[src/rtl/clk_meter_pkg.sv]
`default_nettype none
// ============================================================================
//  Module      : clk_meter_pkg
//  Description : Shared definitions for the clock-period meter. Holds the
//                measurement FSM state encoding and the nominal half-period
//                of each board divider channel.
//  Revision    : 1.0 - initial release
// ============================================================================
package clk_meter_pkg;

    // Measurement FSM state encoding.
    typedef enum logic [1:0] {
        IDLE  = 2'd0,
        ARMED = 2'd1,
        STALL = 2'd2
    } meter_state_t;

    // Nominal half-periods, in system clocks, of the divider channels.
    localparam int unsigned c_ch0_expect = 50000001;
    localparam int unsigned c_ch1_expect = 80000001;
    localparam int unsigned c_ch2_expect = 110000001;

endpackage : clk_meter_pkg
`default_nettype wire

[src/rtl/sync_edge_detect.sv]
`default_nettype none
// ============================================================================
//  Module      : sync_edge_detect
//  Description : Brings a slow asynchronous input into the clk domain with a
//                two-flop synchronizer and flags every change (rising or
//                falling) with a one-cycle pulse.
//  Ports       : clk     - system clock
//                rst     - synchronous active-high reset
//                i_sig   - asynchronous slow input
//                o_level - synchronized copy of i_sig (2 clk latency)
//                o_edge  - one-cycle pulse, high in the cycle where the
//                          synchronized value differs from its previous value
//  Revision    : 1.0 - initial release
// ============================================================================
module sync_edge_detect (
    input  logic clk,
    input  logic rst,
    input  logic i_sig,
    output logic o_level,
    output logic o_edge
);

    logic r_meta;
    logic r_sync;
    logic r_prev;

    always_ff @(posedge clk) begin
        if (rst) begin
            r_meta <= 1'b0;
            r_sync <= 1'b0;
            r_prev <= 1'b0;
        end else begin
            r_meta <= i_sig;
            r_sync <= r_meta;
            r_prev <= r_sync;
        end
    end

    assign o_level = r_sync;
    // Consumers register on this pulse, so the change is acted upon at the
    // third clk edge after the input moves.
    assign o_edge  = r_sync ^ r_prev;

endmodule : sync_edge_detect
`default_nettype wire

[src/rtl/clk_period_meter.sv]
`default_nettype none
// ============================================================================
//  Module      : clk_period_meter
//  Description : Measures the half-period of a slow toggle input in clk
//                cycles, flags whether it lies within TOL of EXPECT, and
//                flags a stalled input after TIMEOUT cycles without an edge.
//                Parameter constraint: 2 <= TIMEOUT <= 2**N - 1, so the
//                counter reaches the timeout before it could wrap.
//  Ports       : clk         - system clock
//                rst         - synchronous active-high reset
//                sig_in      - slow toggle input, asynchronous to clk
//                level       - synchronized copy of sig_in
//                half_period - last completed measurement (clk cycles)
//                meas_valid  - one-cycle pulse when half_period updates
//                in_range    - |half_period - EXPECT| <= TOL
//                stalled     - no edge seen for TIMEOUT cycles
//  Revision    : 1.0 - initial release
// ============================================================================
module clk_period_meter
    import clk_meter_pkg::*;
#(
    parameter int unsigned N       = 28,
    parameter int unsigned EXPECT  = c_ch0_expect,
    parameter int unsigned TOL     = 2,
    parameter int unsigned TIMEOUT = 120000000
) (
    input  logic         clk,
    input  logic         rst,
    input  logic         sig_in,
    output logic         level,
    output logic [N-1:0] half_period,
    output logic         meas_valid,
    output logic         in_range,
    output logic         stalled
);

    // Tolerance arithmetic is carried at N+1 bits so the subtraction
    // can never wrap regardless of which side is larger.
    localparam logic [N:0]   c_expect  = (N+1)'(EXPECT);
    localparam logic [N:0]   c_tol     = (N+1)'(TOL);
    localparam logic [N-1:0] c_timeout = N'(TIMEOUT);

    meter_state_t r_state;
    meter_state_t w_state_nxt;

    logic         w_edge;
    logic [N-1:0] r_cnt;
    logic [N-1:0] w_cnt_inc;
    logic         w_timeout;
    logic         w_take_meas;
    logic [N:0]   w_meas_ext;
    logic [N:0]   w_dev;

    logic [N-1:0] r_half_period;
    logic         r_meas_valid;
    logic         r_in_range;

    sync_edge_detect u_sync (
        .clk     (clk),
        .rst     (rst),
        .i_sig   (sig_in),
        .o_level (level),
        .o_edge  (w_edge)
    );

    // counter+1 is both the measured value (the edge-detect cycle itself
    // completes the interval) and the timeout comparand.
    assign w_cnt_inc   = r_cnt + N'(1);
    assign w_timeout   = (w_cnt_inc == c_timeout);
    assign w_take_meas = (r_state == ARMED) && w_edge;

    assign w_meas_ext  = {1'b0, w_cnt_inc};
    assign w_dev       = (w_meas_ext >= c_expect) ? (w_meas_ext - c_expect)
                                                  : (c_expect - w_meas_ext);

    // Next-state logic. In ARMED the edge test comes first so an edge that
    // lands on the timeout cycle is measured rather than declared a stall.
    always_comb begin
        w_state_nxt = r_state;
        case (r_state)
            IDLE: begin
                if (w_edge) w_state_nxt = ARMED;
            end
            ARMED: begin
                if (w_edge)         w_state_nxt = ARMED;
                else if (w_timeout) w_state_nxt = STALL;
            end
            STALL: begin
                if (w_edge) w_state_nxt = ARMED;
            end
            default: w_state_nxt = IDLE;
        endcase
    end

    always_ff @(posedge clk) begin
        if (rst) begin
            r_state <= IDLE;
        end else begin
            r_state <= w_state_nxt;
        end
    end

    // The counter only runs while an interval is open in ARMED; every edge
    // and every exit from ARMED restarts it from zero.
    always_ff @(posedge clk) begin
        if (rst) begin
            r_cnt <= '0;
        end else if (w_edge || (w_state_nxt != ARMED)) begin
            r_cnt <= '0;
        end else begin
            r_cnt <= w_cnt_inc;
        end
    end

    always_ff @(posedge clk) begin
        if (rst) begin
            r_half_period <= '0;
            r_meas_valid  <= 1'b0;
            r_in_range    <= 1'b0;
        end else begin
            r_meas_valid <= w_take_meas;
            if (w_take_meas) begin
                r_half_period <= w_cnt_inc;
                r_in_range    <= (w_dev <= c_tol);
            end
        end
    end

    assign half_period = r_half_period;
    assign meas_valid  = r_meas_valid;
    assign in_range    = r_in_range;
    assign stalled     = (r_state == STALL);

endmodule : clk_period_meter
`default_nettype wire

[config.mk]
export PLATFORM = sky130hd
export DESIGN_NAME = clk_period_meter
export DESIGN_NICKNAME = d
export VERILOG_FILES = /design/src/rtl/clk_meter_pkg.sv /design/src/rtl/sync_edge_detect.sv /design/src/rtl/clk_period_meter.sv
export SDC_FILE = /design/constraint.sdc
export NUM_CORES = 1
export LEC_CHECK = 0
export ABC_AREA = 1
export BUFFER_PORTS_ARGS = -buffer_cell sky130_fd_sc_hd__buf_2
export CAP_MARGIN = 20
export CORE_ASPECT_RATIO = 1.2
export CORE_MARGIN = 1.5
export CORE_UTILIZATION = 40
export DETAILED_ROUTE_END_ITERATION = 6
export PLACE_DENSITY_LB_ADDON = 0.08
export SYNTH_ARGS = -nofsm -noshare
export SYNTH_HDL_FRONTEND = slang
export SYNTH_SLANG_ARGS = --single-unit
[constraint.sdc]
create_clock -name clk -period 4.3 [get_ports clk]
set_clock_uncertainty 0.2 [all_clocks]
set_input_delay 0 -clock clk [delete_from_list [all_inputs] [get_ports clk]]
set_output_delay 0 -clock clk [all_outputs]
set_load 0.05 [all_outputs]
# Yosys cells after proc, flatten, opt, wreduce, memory -nomap -nowiden
# Index checks and enable logic that the tools add are counted.
# word_totals
ramBits,0
mem_bits_ro,0
latch_bits,0
regBits,63
n_memories,0
# classes
n_addsub,3
shifts,0
magnitude_cmp,2
muxes,5
n_eq_ne,4
bitwise_logic,1
div_mod_pow,0
n_reduce_logical,5
multipliers,0
# op_table
cell,n
$le 29x2->1 const B,1
$mux 29,1
$sub 26x28->29 const A,1
$sub 28x26->29 const B,1
$add 28x1->28 const B,1
$eq 28x27->1 const B,1
$ge 28x26->1 const B,1
$mux 2,3
$pmux 2 s2,1
$reduce_or 2->1,2
$eq 2x1->1 const B,1
$eq 2x2->1 const B,1
$logic_not 2->1,1
$ne 2x1->1 const B,1
$logic_and 1x1->1,1
$logic_or 1x1->1,1
$xor 1x1->1,1

# Longest topological paths before layout
# logic_depth
word_depth,8
ltp_mapped,23
depth_no_buf,23

# Modules after synthesis
# A second synthesis with hierarchy kept.
# hier_totals
cells_unflattened,936
hier_area_um2,5287.6
# by_module_without_submodules
mod,instances,area_per_inst_um2,cells_per_inst
clk_period_meter,1,5190.0,923
sync_edge_detect,1,97.6,13

# Worst setup path after synthesis
# Ideal clock, no wire load.
# synth_timing
kind,register to register
startpoint,reg r_cnt[0]
endpoint,reg r_in_range (netlist: in_range)
setup_slack_ps,1200
arrival_ps,2830
n_path_buf,1
stages_incl_launch_ff,18
period_less_slack_ps,3100
required_ps,4030
cell_sequence,dfxtp_1 -> ha_1 -> xnor2_1 -> ha_1 -> a21boi_0 -> nand2_1 -> nor2_1 -> nand2_1 -> nand3_1 -> a21oi_2 -> nand3_1 -> nand3_2 -> buf_4 -> o21ai_0 -> nand3_1 -> nor2_1 -> nand3_1 -> a21oi_1
# synth_between
elab_chain_len,4
# synth_rtl
item,line,rtl
"start, declared",clk_period_meter.sv:47,logic [N-1:0] r_cnt;
"start signal, assigned",clk_period_meter.sv:111,r_cnt <= w_cnt_inc;
$add 28x1->28 *,clk_period_meter.sv:68,assign w_cnt_inc = r_cnt + N'(1);
$sub 26x28->29 (tied with other cells),clk_period_meter.sv:74,: (c_expect - w_meas_ext);
$mux 29 *,clk_period_meter.sv:73,assign w_dev = (w_meas_ext >= c_expect) ? (w_meas_ext - c_expect)
$le 29x2->1 *,clk_period_meter.sv:124,r_in_range <= (w_dev <= c_tol);
"end signal, assigned",clk_period_meter.sv:124,
"end, declared",clk_period_meter.sv:56,logic r_in_range;
# Mark *: on every way between the ends. The rest lies on a longest branch, timed or not.
# A chain may end at the register's enable or synchronous reset.

# Worst setup path in the final report
# Same ends and word-level chain as after synthesis.

==> impl_metrics.py <==
metrics = {
    "outcome": {
        "status": "completed",
    },
    "die": {
        "design.portCount": 35,
        "initial_core_utilization_pct": 41.11,
        "fp.dieH_um": 128.0,
        "placement_rows": 45,
        "die-area_um2": 13720,
        "die_width_um": 107.2,
        "floorplan.core_area_um2": 12670,
    },
    "critical_path": {
        "startpoint_class": "flip-flop",
        "worst-endpoint-arrival_ns": 3.84,
        "reg2reg_setup_slack_ns": 0.53,
        "data_required_time_at_the_worst_endpoint_ns": 4.38,
        "worstSetupEndpointType": "flip-flop",
        "worst-path-max-fanout": 20,
        "worstSetupPathType": "reg -> reg",
    },
    "sta": {
        "rsz0062_at_grt": "false",
        "post-route-period-util_pct": 87.57,
        "tightest_slew_ns": 0.7701,
        "timing.final.ws_setup_ns": 0.5343,
        "slew-limit-headroom_pct": 48.54,
        "finalSetupTns_ns": 0,
        "achievable-frequency_mhz": 265.6,
        "drv_slew": 0,
        "min_period_ns": 3.766,
        "final_hold_viol_count": 0,
        "setup_violations": 0,
    },
    "yosys": {
        "number_of_distinct_library_cells_after_synthesis": 37,
        "synth_enable_flop_cells": 0,
        "syn-num-nets": 922,
        "synthesis.yosys.warnings": 0,
        "ys.flop_type": "dfxtp_1",
        "synth_cells": 913,
        "syn_avg_cell_area_um2": 5.704,
        "yosys_register_bits": 63,
        "postSynth.asyncResetShare_pct": 0,
        "synthDominantAreaCellType": "dfxtp_1",
        "synth_largest_type_area_fraction_pct": 24.22,
        "portion_of_the_post_synthesis_area_used_by_sequential_elements_pct": 24.22,
        "mappedNetlistArea_um2": 5207,
        "ys_top_cells_by_area": "dfxtp_1 24%, nand2_1 24%, nor2_1 9.9%",
    },
    "place": {
        "place_inst": 1102,
        "io_buffers": 34,
        "preCtsSetupSlack_ns": 0.4747,
        "globalplace.congestion": 0.9167,
        "post-dp-hpwl_um": 13940,
    },
    "clock_network": {
        "cts_made_buffers": 9,
        "clk_pin_slew_worst_paths_ns": 0.06,
        "ctsHtreeMaxLevel": 3,
        "cts_max_path_buffers": 2,
        "tritoncts": "built",
        "cts.repair_timing.setup_buffer_count": 0,
        "clock_tree.root_cell": "clkbuf_16",
        "worstSkewPairLatency_ns": 0.34,
        "numClockSinks": 63,
    },
    "detailed_routing": {
        "drt_pass1_iterations": 5,
        "detailroute.via_count": 5734,
        "drt_iter0_drc": 388,
        "drt_via_density": 5.115,
        "total_wire_length_um": 17450,
        "ant_nets": 0,
        "wl_per_cell_um": 15.56,
        "route.detailed.drc": 0,
    },
    "layout": {
        "final_common_cell": "nand2_1",
        "nets": 961,
        "layout.cells.non_filler": 1121,
        "most-common-layout-cells": "335 x nand2_1, 136 x nor2_1, 88 x inv_1",
        "drive_gt1_share_pct": 12.23,
        "postLayoutCoreUtil_pct": 46.79,
        "area_growth_from_synthesis_to_layout_pct": 13.82,
        "insertedDiodeCount": 0,
    },
    "grt": {
        "met1_usage_pct": 33.41,
        "global_route.usage.total_pct": 26.57,
        "grt_start_max_net_pins": 40,
        "gr-total-overflow": 0,
        "global_route.usage.met3_pct": 4.169,
        "grt_busiest_layer": "met2",
        "groute.layer.met2.usage_pct": 44.74,
        "grt_pass1_wl_um": 27960,
        "grt_pass1_vias": 5442,
        "antenna_found_initial": 0,
    },
    "power_and_ir_drop": {
        "p_sw_share_pct": 25.31,
        "switchingPower_w": 0.0003904,
        "share_seq_of_total_power_pct": 39.0,
        "power_density_nw_per_um2": 260.2,
        "power.clock.fraction_pct": 53.5,
        "design_power_total_w": 0.001542,
        "intPower_w": 0.001152,
        "irDropWorstVdd_mv": 0.1765,
        "p_leak_nw": 2.910,
        "combinational_cell_fraction_of_total_power_pct": 7.5,
    },
    "run": {
        "max_cap_viol_count": 0,
    },
    "hold_path": {
        "min_path_type": "reg -> reg",
    },
}
==> flip-flops by register name (all words and copies together) (netlist names) <==
register,flops
u_sync.r_prev,1
in_range,1
u_sync.o_level,1
r_state,2
meas_valid,1
r_cnt,28
u_sync.r_meta,1
half_period,28
==> synth_stat cells, types with 2 or more instances <==
library cell and number:
o211ai_1 21, ha_1 6, nand4_1 16, nor4_1 3, nor2_8 4, nand2_2 23
inv_1 88, inv_2 6, nand3b_1 3, o21bai_1 2, a21oi_2 2, buf_4 2
buf_2 2, nor2_4 8, o21ai_1 5, a21boi_0 2, o21ai_0 20, nand2_4 4
nor2_2 10, a21oi_1 24, nand3_1 87, dfxtp_1 63, nor2_1 137, xor2_1 14
clkbuf_1 9, nor3_1 3, nand2_1 335, and2_1 5
==> critical path, cell delays in order (launching register included) <==
cell     delay, ns
dfxtp_1       0.49
ha_1          0.30
nand2_2       0.09
nor2_4        0.24
nand2_4       0.13
o21ai_1       0.14
nand2_1       0.23
nand2_1       0.25
nand2_1       0.14
nand2_2       0.12
nor2_1        0.08
a21oi_2       0.17
nand3_2       0.37
o21ai_0       0.33
nand3_1       0.10
nor2_1        0.11
nand3_1       0.07
a21oi_1       0.13
==> layer usage <==
| layer | share of wire (%) | wire length (um) |
|---|---|---|
| met4 | 4.0 | 704 |
| met1 | 45 | 7934 |
| met2 | 46 | 8092 |
| met3 | 4.1 | 717 |
| met5 | 0 | 0 |
==> power groups by stage <==
| stage | clock (W) | combinational [W] | sequential, W |
|---|---|---|---|
| 2_1_floorplan | 0 | 0.0000591 | 0.000640 |
| 4_1_cts | 0.000834 | 0.000116 | 0.000602 |
| 3_5_place_dp | 0 | 0.000113 | 0.000614 |
| 3_3_place_gp | 0 | 0.000114 | 0.000614 |
| 5_1_grt | 0.000859 | 0.000126 | 0.000603 |
| 6_report | 0.000825 | 0.000116 | 0.000601 |
==> area by class of cell <==
cell class / count / area [um2]
fillers: 1430 / 6741
multi-input cells: 740 / 3528
flip-flops and latches: 63 / 1261
inverters: 96 / 362.8
clock buffers: 10 / 239.0
repair buffers: 42 / 237.7
well taps: 164 / 205.2
clock inverters: 6 / 92.59
==> logic make-up after synthesis <==
family	synth area share, %
buffers and inverters	8.313
xor gates and xnor gates	2.523
adders and majority gates	1.442
DFF	24.22
and+or+nand+nor	54.54
AOI/OAI and AO/OA	8.962
==> worst paths after layout <==
kind	start	endpoint	cells after the start
min reg2reg	u_sync.r_meta$_SDFF_PP0_	u_sync.o_level$_SDFF_PP0_	2
min	u_sync.r_meta$_SDFF_PP0_	u_sync.o_level$_SDFF_PP0_	2
max reg2reg	r_cnt[0]$_SDFF_PP0_	in_range$_SDFFE_PP0P_	17
max	r_cnt[0]$_SDFF_PP0_	in_range$_SDFFE_PP0P_	17
==> through the flow <==
stage	cell area, um2	hold WS, ns
floorplan	5207	-0.09303
global placement	5558	0.004956
detailed placement	5558	0.01019
CTS	5919	0.2072
global route	5927	0.2232
finish	5927	0.2037
==> what timing repair did <==
item	in CTS	in global routing
gates resized for setup	0	1
endpoints found under the setup margin	0	1
hold buffers	3	0
hold endpoints to repair	7	0
Note: power is estimated with default switching activity, not from simulation.
